--- config.mk ---
export PLATFORM = sky130hd
export DESIGN_NAME = count_display_7seg
export DESIGN_NICKNAME = d
export VERILOG_FILES = /design/src/rtl/display_pkg.sv /design/src/rtl/count_display_7seg_bin2bcd.sv /design/src/rtl/count_display_7seg.sv
export SDC_FILE = /design/constraint.sdc
export NUM_CORES = 1
export LEC_CHECK = 0
export BUFFER_PORTS_ARGS = -buffer_cell sky130_fd_sc_hd__buf_4
export CAP_MARGIN = 10
export CORE_MARGIN = 3
export CORE_UTILIZATION = 35
export CTS_CLUSTER_SIZE = 10
export DETAILED_ROUTE_END_ITERATION = 10
export GPL_TIMING_DRIVEN = 0
export SKIP_LAST_GASP = 1
export SYNTH_ARGS = -nofsm -noshare
export SYNTH_HDL_FRONTEND = slang
export SYNTH_SLANG_ARGS = --single-unit
--- constraint.sdc ---
create_clock -name clk -period 2.07 [get_ports clk]
set_input_delay 0.1035 -clock clk [delete_from_list [all_inputs] [get_ports clk]]
set_output_delay 0.1035 -clock clk [all_outputs]
set_load 0.01 [all_outputs]
--- src/rtl/display_pkg.sv ---
// Shared types and constants for the two-digit 7-segment count display.
// Segment codes are {g,f,e,d,c,b,a}, active-low; anode codes are active-low.
package display_pkg;

  typedef enum logic [1:0] {
    IDLE = 2'd0,
    CONV = 2'd1,
    DONE = 2'd2
  } conv_state_t;

  localparam logic [6:0] SEG_0     = 7'b1000000;
  localparam logic [6:0] SEG_1     = 7'b1111001;
  localparam logic [6:0] SEG_2     = 7'b0100100;
  localparam logic [6:0] SEG_3     = 7'b0110000;
  localparam logic [6:0] SEG_4     = 7'b0011001;
  localparam logic [6:0] SEG_5     = 7'b0010010;
  localparam logic [6:0] SEG_6     = 7'b0000010;
  localparam logic [6:0] SEG_7     = 7'b1111000;
  localparam logic [6:0] SEG_8     = 7'b0000000;
  localparam logic [6:0] SEG_9     = 7'b0010000;
  localparam logic [6:0] SEG_DASH  = 7'b0111111;
  localparam logic [6:0] SEG_BLANK = 7'b1111111;

  localparam logic [1:0] AN_UNITS = 2'b10;
  localparam logic [1:0] AN_TENS  = 2'b01;
  localparam logic [1:0] AN_OFF   = 2'b11;

  // Digit registers hold BCD 0..9 or this marker for the overflow dash.
  localparam logic [3:0] DIG_DASH = 4'hA;

  localparam int MAX_DISPLAY = 99;

  function automatic logic [6:0] seg_decode(input logic [3:0] digit);
    logic [6:0] code;
    case (digit)
      4'd0:     code = SEG_0;
      4'd1:     code = SEG_1;
      4'd2:     code = SEG_2;
      4'd3:     code = SEG_3;
      4'd4:     code = SEG_4;
      4'd5:     code = SEG_5;
      4'd6:     code = SEG_6;
      4'd7:     code = SEG_7;
      4'd8:     code = SEG_8;
      4'd9:     code = SEG_9;
      DIG_DASH: code = SEG_DASH;
      default:  code = SEG_BLANK;
    endcase
    return code;
  endfunction

endpackage : display_pkg

--- src/rtl/count_display_7seg_bin2bcd.sv ---
// Serial double-dabble binary-to-BCD converter: one shift step per cycle,
// WIDTH steps per conversion, started whenever the input differs from the last one taken.
module bin2bcd_serial
  import display_pkg::*;
#(
  parameter int WIDTH = 6
) (
  input  logic             clk,
  input  logic             rst,
  input  logic [WIDTH-1:0] value,
  output logic             busy,
  output logic [3:0]       tens,
  output logic [3:0]       units,
  output logic             ovf,
  output logic             load
);

  localparam logic [2:0] LAST_STEP = 3'(WIDTH - 1);

  conv_state_t      state_q;
  logic [WIDTH-1:0] shadow_q;
  logic [WIDTH-1:0] shift_q;
  logic [7:0]       bcd_q;
  logic [7:0]       bcd_adj;
  logic [2:0]       step_q;
  logic             busy_q;
  logic             load_q;

  // NOTE: every variable written here gets a default first so no latch is inferred.
  always_comb begin
    bcd_adj = bcd_q;
    if (bcd_q[3:0] >= 4'd5) bcd_adj[3:0] = bcd_q[3:0] + 4'd3;
    if (bcd_q[7:4] >= 4'd5) bcd_adj[7:4] = bcd_q[7:4] + 4'd3;
  end

  // NOTE: sequential state uses non-blocking assignments so all registers see pre-edge values.
  always_ff @(posedge clk) begin
    if (!rst) begin
      state_q  <= IDLE;
      shadow_q <= '0;
      shift_q  <= '0;
      bcd_q    <= '0;
      step_q   <= '0;
      busy_q   <= 1'b0;
      load_q   <= 1'b0;
    end else begin
      load_q <= 1'b0;
      case (state_q)
        IDLE: begin
          if (value != shadow_q) begin
            state_q  <= CONV;
            shadow_q <= value;
            shift_q  <= value;
            bcd_q    <= '0;
            step_q   <= '0;
            busy_q   <= 1'b1;
          end
        end
        CONV: begin
          // Adjust-then-shift; the hundreds bit falls off, covered by the overflow flag.
          {bcd_q, shift_q} <= {bcd_adj, shift_q} << 1;
          step_q           <= step_q + 3'd1;
          if (step_q == LAST_STEP) begin
            state_q <= DONE;
            load_q  <= 1'b1;
          end
        end
        DONE: begin
          state_q <= IDLE;
          busy_q  <= 1'b0;
        end
        default: begin
          state_q <= IDLE;
          busy_q  <= 1'b0;
        end
      endcase
    end
  end

  assign busy  = busy_q;
  assign load  = load_q;
  assign tens  = bcd_q[7:4];
  assign units = bcd_q[3:0];
  assign ovf   = 8'(shadow_q) > 8'(MAX_DISPLAY);

endmodule : bin2bcd_serial

--- src/rtl/count_display_7seg.sv ---
// Two-digit multiplexed common-anode display of a binary count in decimal.
// Optional LEADING_ZERO_BLANK_EN blanks a zero tens digit; otherwise the tens numeral always shows.
module count_display_7seg
  import display_pkg::*;
#(
  parameter int WIDTH    = 6,
  parameter int SCAN_DIV = 27000
) (
  input  logic             clk,
  input  logic             rst,
  input  logic [WIDTH-1:0] value,
  output logic [6:0]       seg,
  output logic [1:0]       an,
  output logic             busy
);

  if (WIDTH < 1 || WIDTH > 7) begin : g_bad_width
    $error("count_display_7seg: WIDTH must be in 1..7");
  end
  if (SCAN_DIV < 2) begin : g_bad_scan
    $error("count_display_7seg: SCAN_DIV must be at least 2");
  end

  localparam int              SCAN_W    = $clog2(SCAN_DIV);
  localparam logic [SCAN_W-1:0] SCAN_LAST = SCAN_W'(SCAN_DIV - 1);

  logic       conv_busy;
  logic [3:0] conv_tens;
  logic [3:0] conv_units;
  logic       conv_ovf;
  logic       conv_load;

  bin2bcd_serial #(
    .WIDTH (WIDTH)
  ) u_bin2bcd (
    .clk   (clk),
    .rst   (rst),
    .value (value),
    .busy  (conv_busy),
    .tens  (conv_tens),
    .units (conv_units),
    .ovf   (conv_ovf),
    .load  (conv_load)
  );

  logic [SCAN_W-1:0] scan_q, scan_d;
  logic              dsel_q, dsel_d;
  logic [3:0]        tens_q, tens_d;
  logic [3:0]        units_q, units_d;
  logic [6:0]        seg_q, seg_d;
  logic [1:0]        an_q, an_d;

  always_comb begin
    scan_d = scan_q + SCAN_W'(1);
    dsel_d = dsel_q;
    if (scan_q == SCAN_LAST) begin
      scan_d = '0;
      dsel_d = ~dsel_q;
    end
  end

  always_comb begin
    tens_d  = tens_q;
    units_d = units_q;
    if (conv_load) begin
      if (conv_ovf) begin
        tens_d  = DIG_DASH;
        units_d = DIG_DASH;
      end else begin
        tens_d  = conv_tens;
        units_d = conv_units;
      end
    end
  end

  // an and seg are both derived from the current dsel so they switch on the same edge.
  always_comb begin
    an_d  = dsel_q ? AN_TENS : AN_UNITS;
    seg_d = seg_decode(dsel_q ? tens_q : units_q);
`ifdef LEADING_ZERO_BLANK_EN
    if (dsel_q && tens_q == 4'd0) seg_d = SEG_BLANK;
`endif
  end

  always_ff @(posedge clk) begin
    if (!rst) begin
      scan_q  <= '0;
      dsel_q  <= 1'b0;
      tens_q  <= '0;
      units_q <= '0;
      seg_q   <= SEG_BLANK;
      an_q    <= AN_OFF;
    end else begin
      scan_q  <= scan_d;
      dsel_q  <= dsel_d;
      tens_q  <= tens_d;
      units_q <= units_d;
      seg_q   <= seg_d;
      an_q    <= an_d;
    end
  end

  assign seg  = seg_q;
  assign an   = an_q;
  assign busy = conv_busy;

endmodule : count_display_7seg

=== After elaboration in Yosys (flattened, before gate mapping) ===
Memories as Yosys holds them, arrays and structs flattened. A register that Yosys moved wholly into a read port is not among the register bits.
Index checks and enable logic that the tools add are counted.

* Memories kept: 1
* Bits in writable memories: 0
* Output and inout bits: 10
* Bits in read-only memories: 112
* Bits of input ports: 8
* Bits in latches: 0
* Register bits after elaboration: 53

{| class="wikitable"
|+ Memories
! memory !! depth !! width !! read ports !! clocked after Yosys merged registers in !! write ports !! RTL line !! RTL
|-
| (name not given) || 16 || 7 || 1 || 1 || 0 || display_pkg.sv:35 || <nowiki>case (digit)</nowiki>
|}

* Equal/unequal tests: 6
* Bitwise logic cells: 3
* Order comparisons: 2
* Divide/modulo/power cells: 0
* Multipliers: 0
* Reductions and logical operators: 9
* Add/subtract/negate cells: 4
* Shift operators: 0
* Mux-type cells: 16

{| class="wikitable"
|+ Operators by type and width
! kind !! count
|-
| 8-bit case mux with 2 select lines || 1
|-
| 15-bit by 1-bit adder with 15-bit output, second input constant || 1
|-
| 15-bit equality test, second input constant || 1
|-
| 6-bit case mux with 2 select lines || 1
|-
| 2-bit AND reduction || 5
|-
| 4-bit by 3-bit >= comparator with 1-bit output, second input constant || 2
|-
| 4-bit two-way mux || 2
|-
| 8-bit two-way mux || 1
|-
| 2-bit two-way mux || 3
|-
| 3-bit two-way mux || 2
|-
| 6-bit two-way mux || 1
|-
| 6-bit != test || 1
|-
| 3-bit case mux with 2 select lines || 1
|-
| 4-bit by 2-bit adder with 4-bit output, second input constant || 1
|-
| 2-bit by 1-bit != test with 1-bit output, second input constant || 2
|-
| 2-bit case mux with 2 select lines || 1
|-
| 3-bit by 1-bit adder with 3-bit output, second input constant || 1
|-
| 3-bit by 2-bit adder with 3-bit output, second input constant || 1
|-
| 3-bit equality test, second input constant || 1
|-
| 1-bit inverter || 3
|-
| 2-bit by 1-bit equality test with 1-bit output, second input constant || 1
|-
| 2-bit zero test || 1
|-
| 1-bit two-way mux || 2
|-
| 1-bit case mux with 2 select lines || 1
|-
| other kinds (3) || 3
|}

=== Longest topological paths before layout ===
* Depth in word-level cells: 3
* Depth in mapped cells: 7
* Mapped depth without buffers: 6

=== By module ===
A second synthesis with hierarchy kept.

* Cells, all modules: 308
* Area, all modules: 2813.9 um2

{| class="wikitable"
|+ By module, submodules not included
! module !! area each (um2) !! sequential area each (um2) !! cells an instance !! instances
|-
| count_display_7seg || 1451.4 || 660.6 || 155 || 1
|-
| bin2bcd_serial || 1362.6 || 540.5 || 153 || 1
|}

=== Worst setup path before layout ===
OpenSTA, ideal clock, no wires.

* Path kind: register to register
* Start: reg scan_q[0]
* End: reg scan_q[14]
* Cell stages (with the launch flop): 7
* Setup slack: 0.243 ns
* Clock period less this slack: 1.827 ns
* Arrival time: 1.712 ns
* Path buffers: 1
* Required time: 1.955 ns
* Cell sequence: dfxtp_1 -> ha_1 -> or4bb_1 -> or4_4 -> nand2_4 -> buf_12 -> nor2_1

* Longest elaborated chain between the ends: 2

{| class="wikitable"
|+ Ends and longest elaborated chain
! element !! RTL line !! RTL
|-
| start: declaration || count_display_7seg.sv:46 || <nowiki>logic [SCAN_W-1:0] scan_q, scan_d;</nowiki>
|-
| start signal: assignment || count_display_7seg.sv:94 || <nowiki>scan_q <= scan_d;</nowiki>
|-
| parallel branches: the longest is 2 deep, another holds 15-bit by 1-bit adder with 15-bit output || n/a ||
|}

Several ways; the timed one is not identified.
A chain may end at the register's enable or synchronous reset.

=== Worst setup path after layout ===
* Start: reg scan_q[0]
* End: reg scan_q[9]

Same word-level chain as after synthesis.

==> impl_metrics.yaml <==
power_and_ir_drop:
  ir_worst_vdd_mv: 0.3662
  pwr-share-seq_pct: 50.5
  p_leak_nw: 1.227
  swShare_pct: 23.85
  p_comb_share_pct: 8.8
  power_per_cell_area_nw_per_um2: 751.4
  p_switching_mw: 0.5785
  p_int_mw: 1.847
  clkPwrFrac_pct: 40.7
floorplan:
  dieArea_um2: 9075
  num_rows: 31
  dieWidth_um: 95.27
  io_pins: 18
  initial_core_util_pct: 37.26
  fp.dieH_um: 95.27
  core-area_um2: 7486
setup_path:
  start_kind: "flop"
  worstSetupEndpointType: "flop"
  critPathArrivalTime_ns: 2.20
  reg2reg_slack_ns: 0.1
  critPathMaxFanout: 10
  cp_data_required_time_ns: 2.30
  crit_type: "flop to flop"
global_route:
  track_usage_pct: 13.19
  grt_pass1_wl_mm: 9.218
  antenna_found_initial: 0
  grt_overflow: 0
  grt_pass1_vias: 1993
  grt_max_degree: 11
yosys:
  syn_nets: 333
  synthesis.area_um2: 2789
  synth-seq-cells: 60
  ys_seq_area_share_pct: 43.07
  avgSynthCellArea_um2: 8.910
  syn_inst: 313
  synth_top_area_cell: "dfxtp_1"
  synth.area.top_cells: "dfxtp_1 (43%), mux2i_1 (6.8%), xnor2_1 (6.3%), ha_1 (5.4%), nor2_1 (5.1%)"
  synthDistinctLibCells: 40
  synth_top_area_share_pct: 43.07
  ys_warn_count: 0
timing:
  final.setup.worst_slack_ns: 0.09928
  fin_crit_sh_pct: 95.20
  final.setup.tns_ns: 0
  worst_pin_slew_ns: 0.5144
  finalSetupViolCount: 0
  grt_setup_unrepaired: "false"
  finalHoldViolCount: 0
  fmax_ghz: 0.5074
  slew_viol_final: 0
  period_needed_ns: 1.971
  max_slew_margin_pct: 64.72
  fin_skew_ns: 0.003635
route:
  routed_wl_mm: 5.468
  drtPass1Iterations: 4
  vias: 2178
  vias_per_cell: 4.905
  detail_route.wl_per_cell_um: 12.32
  first_iter_violations: 126
  ant_nets: 0
  remaining_drc_errors: 0
placed_design:
  place.gp.congestion: 0.8222
  dp_hpwl_mm: 3.869
  place_ws_ns: 0.1207
  io_buffers: 17
status:
  status: "finished, final reports clean"
clock_tree:
  clock_path_buffers: 2
  insertion_delay_ns: 0.34
  htreeDepth: 3
  cts_tree: "yes"
  cts_sinks: 60
  root_buffer: "clkbuf_8"
  cts_hold_buf: 0
  cts_buffers: 9
  postCtsSetupRepairBufs: 0
  cts_resized: 0
  clk_pin_slew_ns: 0.06
cells_and_area:
  area_growth_pct: 15.75
  antenna_cells: 0
  final_util_pct: 43.12
  nNetsFinal: 361
  drive_above_1_share_pct: 13.04
run:
  drv_cap: 0
min_path:
  hold_class: "input port to flop"
==> area by class of cell <==
type / count / area, µm²
fillers: 735 / 4258
multi-input cells: 223 / 1454
flip-flops and latches: 60 / 1201
clock buffers: 14 / 182.7
repair buffers: 17 / 127.6
well taps: 99 / 123.9
plain buffers: 13 / 70.07
inverters: 17 / 63.81
clock inverters: 1 / 5.005
==> metrics by stage <==
stage | area (µm²) | hold slack (ns) | cells | total power [mW]
finish | 3228 | 0.05122 | 444 | 2.426
detailed placement | 3040 | 0.4017 | 429 | 1.464
floorplan | 2789 | 0.2456 | 313 | 1.392
global placement | 3040 | 0.3889 | 429 | 1.460
global route | 3228 | 0.05791 | 444 | 2.532
CTS | 3228 | 0.03857 | 444 | 2.453
==> logic make-up after synthesis <==
| kind of cell | share of synthesized area [%] |
|---|---|
| simple gates | 18.62 |
| flops | 43.07 |
| compound gates | 12.07 |
| buf+inv | 4.800 |
| mux | 8.838 |
| xor+xnor | 7.223 |
| fa+ha+maj | 5.383 |
==> sequential cells by signal, summed over array words and instances, names as in the netlist <==
name / cells
u_bin2bcd.state_q: 2
u_bin2bcd.bcd_q: 8
dsel_q: 1
u_bin2bcd.busy: 1
an: 2
u_bin2bcd.step_q: 3
units_q: 4
u_bin2bcd.shift_q: 6
tens_q: 4
u_bin2bcd.load: 1
seg: 7
u_bin2bcd.shadow_q: 6
scan_q: 15
==> worst paths after layout <==
kind | startpoint | endpoint | depth (start not counted)
setup / recovery | scan_q[0] | scan_q[9] | 6
hold / removal | value[3] | u_bin2bcd.shadow_q[3] | 3
setup reg to reg | scan_q[0] | scan_q[9] | 6
hold reg to reg | scan_q[0] | scan_q[0] | 1
==> worst max-delay path: stages, from the launching register on <==
cell     delay [ns]
dfxtp_1        0.37
ha_1           0.23
or4bb_1        0.50
or4_4          0.47
nand2_4        0.12
buf_12         0.13
nor2_1         0.05
==> power groups by stage <==
stage                     Combinational, mW  Clock (mW)  Sequential [mW]
after global placement                0.211           0             1.25
after global routing                  0.240        1.06             1.23
final                                 0.213       0.988             1.22
after CTS                             0.215        1.01             1.22
after floorplan                       0.144           0             1.25
after detailed placement              0.215           0             1.25
==> per-layer routing <==
layer	routed length [µm]	GRT usage [%]
met5	0	0
met4	140	7.212
met3	174	3.078
met2	2415	19.94
met1	2737	17.30
==> synth_stat cells <==
cell type	count
dfxtp_1	60
nor2_1	38
nand2_1	34
xnor2_1	20
mux2i_1	19
inv_1	17
a21oi_1	14
ha_1	12
o21ai_0	11
nand3_1	10
o22ai_1	10
clkbuf_1	8
nand2b_1	6
a211oi_1	5
mux2_2	5
nor3_1	5
buf_2	4
nand4_1	4
a221oi_1	3
and2_1	3
o32ai_1	3
xor2_1	3
nor4_1	2
a211o_1	1
a21o_1	1
a222oi_1	1
a22oi_1	1
a31oi_1	1
a41oi_1	1
and3_1	1
and3_2	1
and4_1	1
buf_12	1
nand2_4	1
nand4b_1	1
o311a_1	1
or2_2	1
or3b_1	1
or4_4	1
or4bb_1	1
==> cells in the final DEF (no fill, tap or decap), types with 6 or more instances in the layout <==
cell type  count
nand2_1       34
dfxtp_1       60
o22ai_1       10
ha_1          12
nand3_1       10
nor2_1        38
mux2i_1       19
clkbuf_1       9
inv_1         17
xnor2_1       20
o21ai_0       11
nand2b_1       6
buf_4         17
a21oi_1       14
clkbuf_8      13
No activity file was read; power rests on OpenSTA's default activity.
